==> src/rtl/card_pkg.sv <==
// card_pkg: shared state type and pixel-format constants for the corner capture path.
package card_pkg;

   typedef enum logic [1:0] {
      IDLE,
      CAPTURE,
      DRAIN,
      DONE
   } state_t;

   // RGB565 pixel; green occupies bits [10:5]
   localparam int PIXEL_W   = 16;
   localparam int GREEN_LSB = 5;
   localparam int GREEN_MSB = 10;

endpackage

==> src/rtl/corner_writer_valid_delay.sv <==
// valid_delay: fixed-depth shift register that tracks which frame-BRAM reads are
// still in flight, so the write side knows when returned data is valid.
module valid_delay #(
   parameter int DEPTH = 3
) (
   input  logic i_clk,
   input  logic i_rst_n,
   input  logic i_valid,
   output logic o_valid,
   output logic o_busy
);

   logic [DEPTH-1:0] r_stages;

   // Shift a read-issued flag through one stage per clock
   always_ff @(posedge i_clk or negedge i_rst_n) begin
      if (!i_rst_n) begin
         r_stages <= '0;
      end else begin
         r_stages <= {r_stages[DEPTH-2:0], i_valid};
      end
   end

   assign o_valid = r_stages[DEPTH-1];
   assign o_busy  = |r_stages;

endmodule

==> src/rtl/corner_writer.sv <==
// corner_writer: turns the corner address stream into frame-BRAM reads and packs the
// returned pixels contiguously into the corner buffer, reporting count and errors.
// Optional feature macro: CORNER_STATS_EN enables the dark-pixel counter.
module corner_writer #(
   parameter int         HEIGHT       = 320,
   parameter int         WIDTH        = 240,
   parameter int         PIXEL_W      = card_pkg::PIXEL_W,
   parameter int         BRAM_LATENCY = 2,
   parameter int         BUF_DEPTH    = 4096,
   parameter logic [5:0] DARK_THRESH  = 6'd20
) (
   input  logic                             clk_in,
   input  logic                             rst_in,
   input  logic [$clog2(HEIGHT*WIDTH)-1:0]  addr_in,
   input  logic                             addr_valid_in,
   input  logic [$clog2(WIDTH)-1:0]         corner_width,
   input  logic [$clog2(HEIGHT)-1:0]        corner_height,
   output logic [$clog2(HEIGHT*WIDTH)-1:0]  fb_addr_out,
   input  logic [PIXEL_W-1:0]               fb_data_in,
   output logic [$clog2(BUF_DEPTH)-1:0]     buf_addr_out,
   output logic [PIXEL_W-1:0]               buf_data_out,
   output logic                             buf_we_out,
   output logic                             busy_out,
   output logic                             done_out,
   output logic [$clog2(BUF_DEPTH):0]       pixel_count_out,
   output logic                             error_out,
   output logic [$clog2(BUF_DEPTH):0]       dark_count_out
);

   import card_pkg::*;

   localparam int AW         = $clog2(HEIGHT*WIDTH);
   localparam int BAW        = $clog2(BUF_DEPTH);
   localparam int CNTW       = BAW + 1;
   localparam int EXPW       = BAW + 2;
   localparam int PIPE_DEPTH = 1 + BRAM_LATENCY;

   state_t            r_state;
   logic [AW-1:0]     r_fb_addr;
   logic [EXPW-1:0]   r_expected;
   logic              r_error;
   logic              r_busy;
   logic              r_done;
   logic [CNTW-1:0]   r_pixel_count;
   logic [BAW-1:0]    r_wr_ptr;
   logic [CNTW-1:0]   r_count;
   logic              r_full;

   logic              w_accept;
   logic              w_pipe_valid;
   logic              w_pipe_any;
   logic              w_we;
   logic              w_dropped;
   logic              w_region_done;
   logic              w_burst_start;
   logic [EXPW-1:0]   w_cw_ext;
   logic [EXPW-1:0]   w_ch_ext;
   logic [EXPW-1:0]   w_expected;

   // Reads are only issued while a region is opening or being captured
   assign w_accept      = addr_valid_in && ((r_state == IDLE) || (r_state == CAPTURE));
   assign w_burst_start = (r_state == IDLE) && addr_valid_in;
   assign w_region_done = (r_state == DRAIN) && !w_pipe_any;

   // Oversized widths are truncated to the expected-count width before multiplying
   assign w_cw_ext   = EXPW'(corner_width) + EXPW'(1);
   assign w_ch_ext   = EXPW'(corner_height) + EXPW'(1);
   assign w_expected = w_cw_ext * w_ch_ext;

   // Once the last buffer slot has been written, later pixels are dropped
   assign w_we      = w_pipe_valid && !r_full;
   assign w_dropped = w_pipe_valid && r_full;

   valid_delay #(
      .DEPTH (PIPE_DEPTH)
   ) u_valid_delay (
      .i_clk   (clk_in),
      .i_rst_n (rst_in),
      .i_valid (w_accept),
      .o_valid (w_pipe_valid),
      .o_busy  (w_pipe_any)
   );

   // Capture the read address for every accepted generator cycle
   always_ff @(posedge clk_in or negedge rst_in) begin
      if (!rst_in) begin
         r_fb_addr <= '0;
      end else if (w_accept) begin
         r_fb_addr <= addr_in;
      end
   end

   // Region control FSM with registered busy/done/error/count outputs
   always_ff @(posedge clk_in or negedge rst_in) begin
      if (!rst_in) begin
         r_state       <= IDLE;
         r_expected    <= '0;
         r_error       <= 1'b0;
         r_busy        <= 1'b0;
         r_done        <= 1'b0;
         r_pixel_count <= '0;
      end else begin
         r_done <= 1'b0;
         case (r_state)
            IDLE: begin
               if (addr_valid_in) begin
                  r_state    <= CAPTURE;
                  r_busy     <= 1'b1;
                  r_expected <= w_expected;
                  r_error    <= 1'b0;
               end
            end
            CAPTURE: begin
               if (!addr_valid_in) begin
                  r_state <= DRAIN;
               end
            end
            DRAIN: begin
               if (addr_valid_in) begin
                  r_error <= 1'b1;
               end
               if (!w_pipe_any) begin
                  r_state       <= DONE;
                  r_busy        <= 1'b0;
                  r_done        <= 1'b1;
                  r_pixel_count <= r_count;
                  if (EXPW'(r_count) != r_expected) begin
                     r_error <= 1'b1;
                  end
               end
            end
            DONE: begin
               if (addr_valid_in) begin
                  r_error <= 1'b1;
               end
               r_state <= IDLE;
            end
            default: begin
               r_state <= IDLE;
            end
         endcase
         if (w_dropped) begin
            r_error <= 1'b1;
         end
      end
   end

   // Write pointer and write count; the pointer parks on the last slot when full
   always_ff @(posedge clk_in or negedge rst_in) begin
      if (!rst_in) begin
         r_wr_ptr <= '0;
         r_count  <= '0;
         r_full   <= 1'b0;
      end else if (w_burst_start) begin
         r_wr_ptr <= '0;
         r_count  <= '0;
         r_full   <= 1'b0;
      end else if (w_we) begin
         r_count <= r_count + CNTW'(1);
         if (r_wr_ptr == BAW'(BUF_DEPTH - 1)) begin
            r_full <= 1'b1;
         end else begin
            r_wr_ptr <= r_wr_ptr + BAW'(1);
         end
      end
   end

`ifdef CORNER_STATS_EN
   logic [CNTW-1:0] r_dark_acc;
   logic [CNTW-1:0] r_dark_count;
   logic            w_is_dark;

   assign w_is_dark = fb_data_in[GREEN_MSB:GREEN_LSB] < DARK_THRESH;

   // Count dark pixels among those actually written, publish at region end
   always_ff @(posedge clk_in or negedge rst_in) begin
      if (!rst_in) begin
         r_dark_acc   <= '0;
         r_dark_count <= '0;
      end else begin
         if (w_burst_start) begin
            r_dark_acc <= '0;
         end else if (w_we && w_is_dark) begin
            r_dark_acc <= r_dark_acc + CNTW'(1);
         end
         if (w_region_done) begin
            r_dark_count <= r_dark_acc;
         end
      end
   end

   assign dark_count_out = r_dark_count;
`else
   assign dark_count_out = '0;
`endif

   assign fb_addr_out     = r_fb_addr;
   assign buf_addr_out    = r_wr_ptr;
   assign buf_we_out      = w_we;
   assign buf_data_out    = w_we ? fb_data_in : '0;
   assign busy_out        = r_busy;
   assign done_out        = r_done;
   assign pixel_count_out = r_pixel_count;
   assign error_out       = r_error;

endmodule

==> config.mk <==
export PLATFORM = sky130hd
export DESIGN_NAME = corner_writer
export DESIGN_NICKNAME = d
export VERILOG_FILES = /design/src/rtl/card_pkg.sv /design/src/rtl/corner_writer_valid_delay.sv /design/src/rtl/corner_writer.sv
export SDC_FILE = /design/constraint.sdc
export NUM_CORES = 1
export LEC_CHECK = 0
export CORE_MARGIN = 2
export CORE_UTILIZATION = 50
export DETAILED_ROUTE_END_ITERATION = 16
export GPL_ROUTABILITY_DRIVEN = 0
export GPL_TIMING_DRIVEN = 0
export PLACE_DENSITY = 0.78
export SLEW_MARGIN = 20
export SYNTH_ARGS = -nofsm -noshare
export SYNTH_HDL_FRONTEND = slang
export SYNTH_SLANG_ARGS = --single-unit
==> constraint.sdc <==
create_clock -name clk_in -period 3.9 [get_ports clk_in]
set_input_delay 0.78 -clock clk_in [delete_from_list [all_inputs] [get_ports clk_in]]
set_output_delay 0.78 -clock clk_in [all_outputs]
set_load 0.01 [all_outputs]
==> results.md <==
Pwr:
- The completed layout was analyzed and its total power is 0.004941 W.
- The worst vdd rail ir drop is 0.0002878 V.
- For this design the static power due to leakage is 4.062 nW.
- For this design the ratio of total power to cell area is 567.5 nW/um^2.

Setup path:
- Along the worst path, the maximum fanout reaches 6.
- The worst register-to-register path begins at r_state[0]$_DFFE_PN0P_.
- The cell occurring most often along the worst timing path is sky130_fd_sc_hd__fa_1.
- The signal on the critical path passes through buf_8, buf_4, buf_4, nand3_4, xnor2_4, nand2_2, fa_1, inv_2, fa_1, ha_1, inv_2, fa_1, inv_1, ha_1, a21o_1, a21oi_4, nor2b_4, or4_4, a21oi_4, o21ai_2, xnor2_1, o21ai_1.
- STA classifies the critical path startpoint as an input pin.
- Among all stages on the critical path, the largest delay is contributed by sky130_fd_sc_hd__fa_1.
- The dominant delay contributor by cell family on the critical path is adder cells.
- The category of the worst setup path capture point is a register.
- The setup check on the worst reg-to-reg path leaves a slack of 1520 ps.
- STA puts the critical path data arrival time at 5120 ps.
- The critical path start-end classification is input pin to register.
- Together, buffers and inverters on the worst path number 6.
- The worst path required time is 4100 ps.
- The worst stage delay on the critical path is 550 ps.
- The launch point of the worst path is corner_height[1].
- The worst reg2reg path endpoint is fb_addr_out[6]$_DFFE_PN0P_.
- The length in cells of the worst reg-to-reg path is 5.

Place:
- The HPWL reported at the end of detailed placement is 10,560 um.
- At the placement stage, the worst setup path has a slack of -2169 ps.
- The count of input and output buffers is 114.
- The number of cells in the design after placement is around 900.

Finish:
- The count of inserted antenna diode cells is 0.
- For this run, the number of standard cells in the final layout without fillers is 970.
- In the final layout, the share of cells above drive strength 1 is ~24%.
- Leaving out fill and tap cells, the most frequent cell in the layout is sky130_fd_sc_hd__clkdlybuf4s50_1.
- The share of the core filled with cells is 72.79%.
- The area overhead of the layout relative to synthesis is 42.14%.
- At the end of the flow, the number of nets in the layout was 952.
- In the layout the commonest cells are sky130_fd_sc_hd__clkdlybuf4s50_1 (97), sky130_fd_sc_hd__inv_1 (80), sky130_fd_sc_hd__dfrtp_1 (78).

Logic synthesis:
- The cell type contributing the most total cell area after synthesis is sky130_fd_sc_hd__dfrtp_1.
- After synthesis, the largest area contributor takes up 31.86% of total cell area.
- Sorting the synthesized cells by area gives the leading types as sky130_fd_sc_hd__dfrtp_1 (32%), sky130_fd_sc_hd__fa_1 (16%), sky130_fd_sc_hd__ha_1 (6.3%), sky130_fd_sc_hd__inv_1 (5.5%), sky130_fd_sc_hd__xor2_1 (5.3%).
- The area of the mapped netlist is approximately 6100 um^2.
- The count of yosys warnings during synthesis is 0.
- Yosys mapped the design onto 47 distinct sky130hd cell types.
- In the synthesized netlist, the number of instances is 640.
- The average instance area after synthesis is 9.572 um^2.
- The synthesis-stage register bit count is 78.
- The sequential share of the synthesized area is between 30% and 40%.

Floorplanning:
- The area of the die is 13,150 um^2.
- After floorplanning, the core was sized to cover 11,960 um^2.
- The starting utilization of the core area is roughly 50%.
- The width of the chip is 114.7 um.
- During I/O placement, the number of pins put on the boundary was 128.
- The row count is 40.
- The vertical die dimension is around 110 um.

Worst hold path:
- In this run the worst hold path is classified as register to register.
- The startpoint of the lowest-slack hold path is u_valid_delay.r_stages[1]$_DFF_PN0_.
- The worst hold path passes through 0 cells.
- For hold timing, the worst endpoint is u_valid_delay.r_stages[2]$_DFF_PN0_.

Clocking:
- The H-tree depth reported by CTS is 3.
- The clock tree root driver cell is sky130_fd_sc_hd__clkbuf_16.
- For this design, the CTS-stage hold fixing added 0 buffers.
- The longest clock path from root to sink contains 2 buffers.
- The clock-pin slew on the worst setup and hold paths is 60 ps.
- The clock net sink count is 78.
- The worst-skew pair later-pin latency is roughly 330 ps.
- TritonCTS built the clock tree.
- In this run, CTS created clock tree buffers numbering 9.

Timing:
- For the final database, setup skew stands at 2.523 ps.
- The smallest setup slack after layout is -1013 ps.
- The top achievable clock speed is 203.5 MHz.
- Setup repair after global routing could not meet its margin everywhere.
- The actual transition at the worst max-transition pin is between 700 and 800 ps.
- Headroom to the max-slew limit came out at 47.00%.
- Setup violations remaining at the end of the flow were counted as 9.
- The number of failing hold endpoints at the final stage is 0.
- For the finished layout, the period the worst path requires is 4913 ps.
- In the finished design, the share of the clock period the worst path needs comes to 126.0%.
- The final count of pins violating max slew came to 0.

Routing:
- The total vias in the final route is slightly below 5,000.
- The number of nets with antenna violations after detailed routing is 0.
- The total wire length after detailed routing is ~15,000 um.
- The number of iterations in the first detailed-routing pass is 4.
- After detailed routing, the number of remaining DRC violations is 0.
- After detailed routing, the number of vias per cell comes to around 5.1.
- The average routed wire per standard cell is 15.10 um.
- The number of DRC markers in iteration 0 is around 260.

Global route:
- Entering global routing, the biggest net connects 44 pins.
- The number of global-route vias before repair is 5,075.
- The leftover overflow at the end of global routing is 0.
- For this run, the total global-route usage over all layers was measured as 22.63%.
- The wire length of the first global-routing pass is 23,670 um.
- The initial antenna violation count came to 0.

Outcome:
- The flow ran to the end, but the final reports show violations.
- The checks that failed: setup timing.

Run:
- The tool flagged a number of max-cap violations equal to 0.
==> final cells by class <==
class,count,area [um^2]
clock buffers,11,242.7
plain buffers,27,161.4
inverters,90,337.8
well taps,147,183.9
flip-flops and latches,78,1952
multi-input cells,456,4260
repair buffers,157,1521
fillers,824,3254
clock inverters,4,47.55
==> power by group <==
part	internal (W)	total (W)	switching, W
Sequential	0.00106	0.00122	0.000168
Combinational	0.00148	0.00291	0.00142
Clock	0.000507	0.000811	0.000304
==> flip-flops by register name (all words and copies together) (netlist names) <==
name,flops
r_count,13
r_expected,14
fb_addr_out,17
r_full,1
buf_addr_out,12
r_state,2
error_out,1
busy_out,1
pixel_count_out,13
done_out,1
u_valid_delay.r_stages,3
==> cells in the mapped netlist (all sizes together) <==
library cell	count
o21ai	16
nand3	13
o31ai	3
inv	90
mux2i	2
nor2	65
nand4	14
nand2b	13
fa	49
or4	1
a221oi	1
buf	14
and2	20
xnor2	30
a211oi	1
a21oi	8
nor3b	1
xor2	40
o32a	1
nor4	5
mux2	30
a21boi	1
or2	3
conb	1
clkbuf	14
nand4b	1
a21o	1
o32ai	1
and4	2
o22ai	1
o211ai	1
nor2b	7
o21a	1
nand2	72
dfrtp	78
nor3	3
ha	31
or3	2
and3	3
==> routing by layer <==
layer	up-vias	part of all wire, %	track usage [%]
met2	140	55	42.29
li1	2357	-	-
met5	-	0	0
met3	42	3.8	3.176
met4	0	3.7	8.780
met1	2379	38	26.03
==> cells by family after synthesis <==
family | Yosys count | share of synthesized area [%]
XOR/XNOR | 70 | 10.38
AND/OR/NAND/NOR | 225 | 17.87
AO/OA/AOI/OAI | 36 | 3.595
multiplexers | 32 | 5.841
buffers and inverters | 118 | 8.047
other | 1 | 0.06122
flip-flops | 78 | 31.86
adder cells (fa/ha/maj) | 80 | 22.34
==> timing repair <==
action | 4_1_cts | 5_1_grt
pin swaps | 44 | 29
setup endpoints to repair | 10 | 9
gates resized for setup | 134 | 26
setup buffers | 35 | 7
==> worst max path at each step <==
| stage | end | cells past startpoint |
|---|---|---|
| 2_1_floorplan | r_expected[13]$_DFFE_PN0P_ | 19 |
| 3_3_place_gp | r_expected[13]$_DFFE_PN0P_ | 21 |
| 3_5_place_dp | r_expected[13]$_DFFE_PN0P_ | 21 |
| 4_1_cts | r_expected[13]$_DFFE_PN0P_ | 20 |
| 5_1_grt | r_expected[13]$_DFFE_PN0P_ | 21 |
| 6_report | r_expected[13]$_DFFE_PN0P_ | 22 |
==> stage by stage <==
| step | setup TNS, ps | hold slack (ps) | cell area, um^2 |
|---|---|---|---|
| after floorplan | -5198 | 346.1 | 6365 |
| after global placement | -49520 | 356.7 | 7690 |
| after detailed placement | -15520 | 358.3 | 7707 |
| after CTS | -5082 | 370.3 | 8572 |
| after global routing | -6789 | 384.0 | 8707 |
| final | -5432 | 369.8 | 8707 |
Power figures use the tool's default switching activity.
